--- config.mk ---
export PLATFORM = sky130hd
export DESIGN_NAME = wordle_guess_scorer_flat
export DESIGN_NICKNAME = d
export VERILOG_FILES = /design/src/rtl/wordle_guess_scorer_pkg.sv /design/src/rtl/wordle_guess_scorer_if.sv /design/src/rtl/wordle_guess_scorer_letter_find.sv /design/src/rtl/wordle_guess_scorer.sv /design/src/flat_wrapper.sv
export SDC_FILE = /design/constraint.sdc
export NUM_CORES = 1
export LEC_CHECK = 0
export ABC_AREA = 1
export CORE_ASPECT_RATIO = 0.5
export CORE_MARGIN = 5
export CORE_UTILIZATION = 49
export DETAILED_ROUTE_END_ITERATION = 10
export GPL_TIMING_DRIVEN = 0
export PLACE_DENSITY = 0.85
export SKIP_LAST_GASP = 1
export SYNTH_ARGS = -nofsm -noshare
export SYNTH_HDL_FRONTEND = slang
export SYNTH_HIERARCHICAL = 1
export SYNTH_SLANG_ARGS = --single-unit
--- constraint.sdc ---
create_clock -name Clk -period 2.7 [get_ports Clk]
set_input_delay 0.27 -clock Clk [delete_from_list [all_inputs] [get_ports Clk]]
set_output_delay 0.27 -clock Clk [all_outputs]
set_load 0.02 [all_outputs]
--- src/rtl/wordle_guess_scorer_pkg.sv ---
// -----------------------------------------------------------------------------
// wordle_pkg
// Shared definitions for the Wordle guess scorer and the VGA tile renderer:
// word geometry, per-letter colour codes, packed word/colour types and the
// scorer state encoding.
//
// Packing note: a word_t / colours_t element index k is the bit significance
// of the letter inside the 40-bit bus. k = WORD_LEN-1 is the FIRST (leftmost)
// letter, k = 0 the last one, so bus[39:32] == word[4] and result[9:8] == col[4].
// -----------------------------------------------------------------------------
package wordle_pkg;

    localparam int WORD_LEN  = 5;                 // only 5 is supported
    localparam int CHAR_W    = 8;                 // ASCII code per letter
    localparam int WORD_BITS = WORD_LEN * CHAR_W;
    localparam int RESULT_W  = 2 * WORD_LEN;

    typedef logic [1:0] colour_t;

    localparam colour_t COL_GREY   = 2'b00;
    localparam colour_t COL_YELLOW = 2'b01;
    localparam colour_t COL_GREEN  = 2'b10;

    typedef logic [WORD_LEN-1:0][CHAR_W-1:0] word_t;
    typedef logic [WORD_LEN-1:0][1:0]        colours_t;

    localparam colours_t ALL_GREEN = {WORD_LEN{COL_GREEN}};
    localparam colours_t ALL_GREY  = {WORD_LEN{COL_GREY}};

    // Element index of the leftmost letter (scoring starts here).
    localparam logic [2:0] POS_FIRST = 3'(WORD_LEN - 1);

    typedef enum logic [1:0] {
        ST_IDLE   = 2'b00,
        ST_GREEN  = 2'b01,
        ST_YELLOW = 2'b10,
        ST_FINISH = 2'b11
    } scorer_state_t;

    // True when every letter of a scored word is green.
    function automatic logic all_green(input colours_t cols);
        return (cols == ALL_GREEN);
    endfunction

endpackage

--- src/rtl/wordle_guess_scorer_if.sv ---
// -----------------------------------------------------------------------------
// wordle_guess_scorer_if
// Request/result bundle between the game state machine (master) and the
// guess scorer (slave).
//   start  : master -> slave, one-cycle scoring request
//   guess  : master -> slave, 40-bit guess, [39:32] first letter
//   answer : master -> slave, 40-bit secret word, same packing
//   busy   : slave -> master, scoring in progress
//   done   : slave -> master, one-cycle pulse, result/win updated
//   result : slave -> master, 2 bits per letter, [9:8] first letter
//   win    : slave -> master, all letters green in last scored guess
// -----------------------------------------------------------------------------
interface wordle_guess_scorer_if;
    import wordle_pkg::*;

    logic                 start;
    logic [WORD_BITS-1:0] guess;
    logic [WORD_BITS-1:0] answer;
    logic                 busy;
    logic                 done;
    logic [RESULT_W-1:0]  result;
    logic                 win;

    modport master (
        output start, guess, answer,
        input  busy, done, result, win
    );

    modport slave (
        input  start, guess, answer,
        output busy, done, result, win
    );

endinterface

--- src/rtl/wordle_guess_scorer_letter_find.sv ---
// -----------------------------------------------------------------------------
// wordle_letter_find
// Combinational search for the leftmost answer letter equal to 'letter' that
// has not yet been consumed.
//   letter : letter being looked up (raw 8-bit code)
//   answer : secret word, word_t packing (element WORD_LEN-1 = first letter)
//   used   : consumed mask, same element order as answer
//   found  : a free matching letter exists
//   j      : one-hot position of that letter (zero when not found)
// -----------------------------------------------------------------------------
module wordle_letter_find
    import wordle_pkg::*;
(
    input  logic [CHAR_W-1:0]   letter,
    input  word_t               answer,
    input  logic [WORD_LEN-1:0] used,
    output logic                found,
    output logic [WORD_LEN-1:0] j
);

    // Scan from the last letter upward; a later hit overwrites an earlier one,
    // so the surviving match is the one with the highest element index, i.e.
    // the leftmost letter of the word.
    always_comb begin
        found = 1'b0;
        j     = {WORD_LEN{1'b0}};
        for (int k = 0; k < WORD_LEN; k++) begin
            if (!used[k] && (answer[k] == letter)) begin
                found = 1'b1;
                j     = {{(WORD_LEN-1){1'b0}}, 1'b1} << k;
            end else begin
                // keep whichever match was recorded so far
                found = found;
                j     = j;
            end
        end
    end

endmodule

--- src/rtl/wordle_guess_scorer.sv ---
// -----------------------------------------------------------------------------
// wordle_guess_scorer
// Scores a latched 5-letter guess against a latched answer using Wordle rules:
// greens are resolved in one cycle, then yellows are assigned one letter per
// cycle from left to right against answer letters not yet consumed.
// Timeline from the start edge E0: GREEN at E1, YELLOW at E2..E6, FINISH at
// E7, so done is visible 7 edges after start was sampled.
//   Clk   : system clock
//   reset : synchronous, active-low reset
//   bus   : request/result bundle (slave side), see wordle_guess_scorer_if
// result/win are only written in FINISH, so they are stable while busy.
// -----------------------------------------------------------------------------
module wordle_guess_scorer
    import wordle_pkg::*;
(
    input  logic                  Clk,
    input  logic                  reset,
    wordle_guess_scorer_if.slave  bus
);

    scorer_state_t        state_r;
    word_t                guess_r;
    word_t                answer_r;
    logic [WORD_LEN-1:0]  used_r;
    colours_t             work_r;
    logic [2:0]           pos_r;      // element index of the letter being scored
    logic                 busy_r;
    logic                 done_r;
    colours_t             result_r;
    logic                 win_r;

    logic [CHAR_W-1:0]    cur_letter_s;
    logic                 found_s;
    logic [WORD_LEN-1:0]  j_s;

    // Guess letter currently under yellow evaluation.
    always_comb begin
        cur_letter_s = {CHAR_W{1'b0}};
        if (pos_r <= POS_FIRST) begin
            cur_letter_s = guess_r[pos_r];
        end else begin
            cur_letter_s = {CHAR_W{1'b0}};
        end
    end

    wordle_letter_find u_letter_find (
        .letter (cur_letter_s),
        .answer (answer_r),
        .used   (used_r),
        .found  (found_s),
        .j      (j_s)
    );

    // Scoring sequencer: latch, green pass, per-letter yellow pass, publish.
    always_ff @(posedge Clk) begin
        if (!reset) begin
            state_r  <= ST_IDLE;
            guess_r  <= {WORD_BITS{1'b0}};
            answer_r <= {WORD_BITS{1'b0}};
            used_r   <= {WORD_LEN{1'b0}};
            work_r   <= ALL_GREY;
            pos_r    <= 3'd0;
            busy_r   <= 1'b0;
            done_r   <= 1'b0;
            result_r <= ALL_GREY;
            win_r    <= 1'b0;
        end else begin
            done_r <= 1'b0;
            case (state_r)
                ST_IDLE: begin
                    if (bus.start) begin
                        guess_r  <= bus.guess;
                        answer_r <= bus.answer;
                        used_r   <= {WORD_LEN{1'b0}};
                        work_r   <= ALL_GREY;
                        busy_r   <= 1'b1;
                        state_r  <= ST_GREEN;
                    end else begin
                        state_r  <= ST_IDLE;
                    end
                end

                ST_GREEN: begin
                    for (int k = 0; k < WORD_LEN; k++) begin
                        if (guess_r[k] == answer_r[k]) begin
                            work_r[k] <= COL_GREEN;
                            used_r[k] <= 1'b1;
                        end
                    end
                    pos_r   <= POS_FIRST;
                    state_r <= ST_YELLOW;
                end

                ST_YELLOW: begin
                    // Green letters are skipped but still spend their cycle.
                    if ((work_r[pos_r] != COL_GREEN) && found_s) begin
                        work_r[pos_r] <= COL_YELLOW;
                        used_r        <= used_r | j_s;
                    end
                    if (pos_r == 3'd0) begin
                        state_r <= ST_FINISH;
                    end else begin
                        pos_r   <= pos_r - 3'd1;
                    end
                end

                ST_FINISH: begin
                    result_r <= work_r;
                    win_r    <= all_green(work_r);
                    done_r   <= 1'b1;
                    busy_r   <= 1'b0;
                    state_r  <= ST_IDLE;
                end

                default: begin
                    busy_r  <= 1'b0;
                    state_r <= ST_IDLE;
                end
            endcase
        end
    end

    assign bus.busy   = busy_r;
    assign bus.done   = done_r;
    assign bus.result = result_r;
    assign bus.win    = win_r;

endmodule
--- src/flat_wrapper.sv ---
// flat-port wrapper written by rule: the top's interface ports become plain ports
module wordle_guess_scorer_flat import wordle_pkg::*;
  (Clk, reset, bus_start, bus_guess, bus_answer, bus_busy, bus_done, bus_result, bus_win);
  wordle_guess_scorer_if bus_i ();
  input  logic Clk;
  input  logic reset;
  input wire logic [$bits(bus_i.start)-1:0] bus_start;
  input wire logic [$bits(bus_i.guess)-1:0] bus_guess;
  input wire logic [$bits(bus_i.answer)-1:0] bus_answer;
  output wire logic [$bits(bus_i.busy)-1:0] bus_busy;
  output wire logic [$bits(bus_i.done)-1:0] bus_done;
  output wire logic [$bits(bus_i.result)-1:0] bus_result;
  output wire logic [$bits(bus_i.win)-1:0] bus_win;
  assign bus_i.start = bus_start;
  assign bus_i.guess = bus_guess;
  assign bus_i.answer = bus_answer;
  assign bus_busy = bus_i.busy;
  assign bus_done = bus_i.done;
  assign bus_result = bus_i.result;
  assign bus_win = bus_i.win;
  wordle_guess_scorer u_core (.Clk(Clk), .reset(reset), .bus(bus_i));
endmodule
==> out/qor.csv <==
stage,metric,value,unit
clock_tree,CTS tree,yes,
place,HPWL after detailed placement,14900,um
clock_tree,worst skew pair latency,0.41,ns
routing,WL per Instance,17.7,um
clock_tree,Clock Sinks,113,
grt,initial antenna violation count,0,
final_layout,share of layout cells above drive strength 1,16.4,%
logic_synthesis,Synth Area in Simple Gates,26.8,%
final_layout,# fillers,935,
sta,Slew @ Worst Pin,0.722,ns
logic_synthesis,main combinational cell family by area after synthesis,simple AND/OR/NAND/NOR gates,
sta,Worst slew margin,51.9,%
worst_setup_path,CP startpoint kind,flip-flop,
logic_synthesis,#FFs+latches synth,113,
clock_tree,maximum root-to-sink buffer count,2,
worst_setup_path,CP required,3.03,ns
run_status,failing checks,setup timing,
die,Site Rows,28,
logic_synthesis,Cells after Synth,870,
die,die width,164,um
place,GP Congestion,0.966,
logic_synthesis,synthesized area,5820,sq um
clock_tree,total CTS buffers,17,
routing,DRT Wirelength,21300,um
die,core area,11700,sq um
routing,Avg Vias per Cell,5.49,
routing,ANT nets after route,0,
grt,vias in the first global route,6159,
clock_tree,root buffer cell,clkbuf_16,
clock_tree,cts hold-fix bufs,0,
die,die area,14300,sq um
sta,Tcrit/Tclk final,103,%
sta,final setup violation count,14,
sta,Fin Hold WS,0.472,ns
logic_synthesis,Post-Synth XOR/XNOR Area,5.27,%
logic_synthesis,post-synthesis compound-gate area fraction,18.8,%
min_path,worst hold path type,flip-flop to flip-flop,
grt,GRT overflow,0,
power_and_ir_drop,Peak VDD IR,0.491,mV
logic_synthesis,Post-Synth Adder-Cell Area,1.72,%
power_and_ir_drop,Leak Pwr,3.30,nW
worst_setup_path,crit path max fanout,7,
die,Die Span Y,87.1,um
run_status,status,"complete, but fails checks",
grt,Overall Global Routing Usage,29.7,%
final_layout,fin util,71.7,%
place,# port buffers,95,
die,starting density of the core,49.7,%
sta,final setup margin,-0.0869,ns
sta,fin crit period,2.79,ns
final_layout,antenna diode count,0,
place,placed instance count,1130,
sta,Layout Skew,0.0128,ns
logic_synthesis,Netlist cell types,34,
grt,largest net degree at the start of global routing,17,
worst_setup_path,crit path DAT,3.12,ns
routing,first-iteration detailed-routing DRC count,935,
routing,routed via count,6588,
power_and_ir_drop,pwr/cell area,1180,nW/um^2
sta,Max Slew Vio Count,0,
grt,first-pass GRT wire length,32800,um
final_layout,Area Growth Syn to Fin,44.2,%
run,max_cap viols,0,
worst_setup_path,Crit. End Element,flip-flop,
logic_synthesis,Avg Inst Size Synth,6.69,sq um
routing,DRC viols,0,
worst_setup_path,CP Class,flip-flop to flip-flop,
sta,Fmax,359,MHz
final_layout,Non-Filler Instances,1199,
sta,RSZ-0062 raised after global routing,yes,
die,# IOs,96,
clock_tree,Worst-path clk slew,0.06,ns
logic_synthesis,synth warn,6,
routing,Initial DRT Pass Iterations,6,
clock_tree,CTS H-tree depth,4,
logic_synthesis,multiplexer share of the synthesized area,0,%
logic_synthesis,"Seq/Total Area, Yosys",38.9,%
sta,setup_tns,-0.767,ns
final_layout,Reg area,2270,sq um
final_layout,Total Nets Final,1115,
sta,final hold violations,0,
logic_synthesis,syn_nets,961,
final_layout,multi-input logic area,3510,sq um
==> kinds of logic after synthesis <==
group / after synthesis
AO/OA/AOI/OAI: 207
XOR/XNOR: 35
adder cells (fa/ha/maj): 8
flip-flops: 113
buffers and inverters: 125
AND/OR/NAND/NOR: 382
==> stage by stage <==
step | setup WS (ns) | instance area (sq um) | power [mW]
5_1_grt | -0.193 | 8390 | 10.4
3_3_place_gp | -0.754 | 6980 | 6.12
6_report | -0.0869 | 8390 | 9.87
3_5_place_dp | -0.750 | 6980 | 6.19
2_1_floorplan | 0.111 | 5820 | 5.05
4_1_cts | -0.00323 | 7980 | 8.97
==> where the power goes <==
part,internal [mW],total [mW],switching (mW)
Combinational,1.96,4.90,2.94
Sequential,2.13,2.69,0.557
Clock,1.53,2.29,0.759
Total,5.62,9.87,4.26
==> critical path: stages, from the launching register on <==
cell	delay (ns)
dfxtp_4	0.40
inv_6	0.05
nand3_4	0.10
clkinvlp_4	0.22
nand2_1	0.14
o21ai_2	0.08
a221oi_2	0.28
a21oi_4	0.14
inv_4	0.12
nand2_1	0.07
nand2_1	0.07
nor2_1	0.05
nand3_2	0.12
nor2_4	0.05
nor2_4	0.14
buf_4	0.13
nand2_2	0.04
nor2_1	0.09
nor2_1	0.05
o21ai_1	0.16
nand3_2	0.08
a21oi_1	0.13
==> sequential cells by signal, summed over array words and instances, names as in the netlist, 2 cells and up <==
| signal | flops |
|---|---|
| u_core/answer_r | 40 |
| u_core/pos_r | 3 |
| u_core/state_r | 2 |
| u_core/guess_r | 40 |
| u_core/used_r | 5 |
| u_core/work_r | 10 |
| u_core/bus.result | 10 |
==> final cells by class <==
cell class              count  share of cell area, %
well taps                 165                   2.46
repair inverters            1                 0.0745
multi-input cells         633                   41.8
clock buffers              23                   5.81
plain buffers              35                   1.88
inverters                  89                   4.59
repair buffers            134                   15.1
flip-flops and latches    113                   27.0
clock inverters             6                   1.25
==> synthesized netlist by cell type (all sizes together) <==
cell type	n	share of area (%)
ha	8	1.7
clkbuf	27	1.7
a221oi	2	0.30
nor4	2	0.21
nor3	4	0.34
xnor2	33	5.0
a41oi	1	0.15
a31oi	5	0.54
dfxtp	113	39
buf	9	0.97
a211oi	6	0.77
a22oi	1	0.13
xor2	2	0.30
clkinv	2	0.13
inv	87	5.7
o31ai	5	0.65
nor2	161	11
o21ai	109	9.4
o22ai	6	0.65
nand2	177	12
nand4	10	1.1
nand3	28	2.6
a21oi	72	6.2
==> worst paths after layout <==
path	from	to	slack, ns	depth (start not counted)
setup / recovery	u_core/pos_r[2]	u_core/used_r[0]	-0.09	21
hold / removal	u_core/bus.win	u_core/bus.win	0.47	2
setup reg to reg	u_core/pos_r[2]	u_core/used_r[0]	-0.09	21
hold reg to reg	u_core/bus.win	u_core/bus.win	0.47	2
==> repair_timing <==
item                       4_1_cts  5_1_grt
cloned                           3        0
buffers inserted                18       20
setup endpoints to repair       15       15
pin swaps                        8       41
resized for setup               58       71
==> cell usage in the layout (no fill, tap or decap), types with 11 or more instances in the layout <==
cell and n:
a21oi_2 11, dfxtp_1 111, nand2_2 16, nand2_1 157, buf_4 34, inv_1 70, a21oi_1 59, clkdlybuf4s50_1 95
nor2_1 148, nand3_1 15, clkbuf_1 29, o21ai_0 99, clkbuf_16 17, xnor2_1 31
==> per-layer routing <==
layer	up-vias	part of all wire (%)	track usage, %	routed length, um
met4	0	1.9	6.85	397
met2	376	44	47.3	9410
met1	3028	43	41.2	9220
met3	62	10	6.90	2230
li1	3122	-	-	-
met5	-	0	0	0
Note: power is estimated with default switching activity, not from simulation.
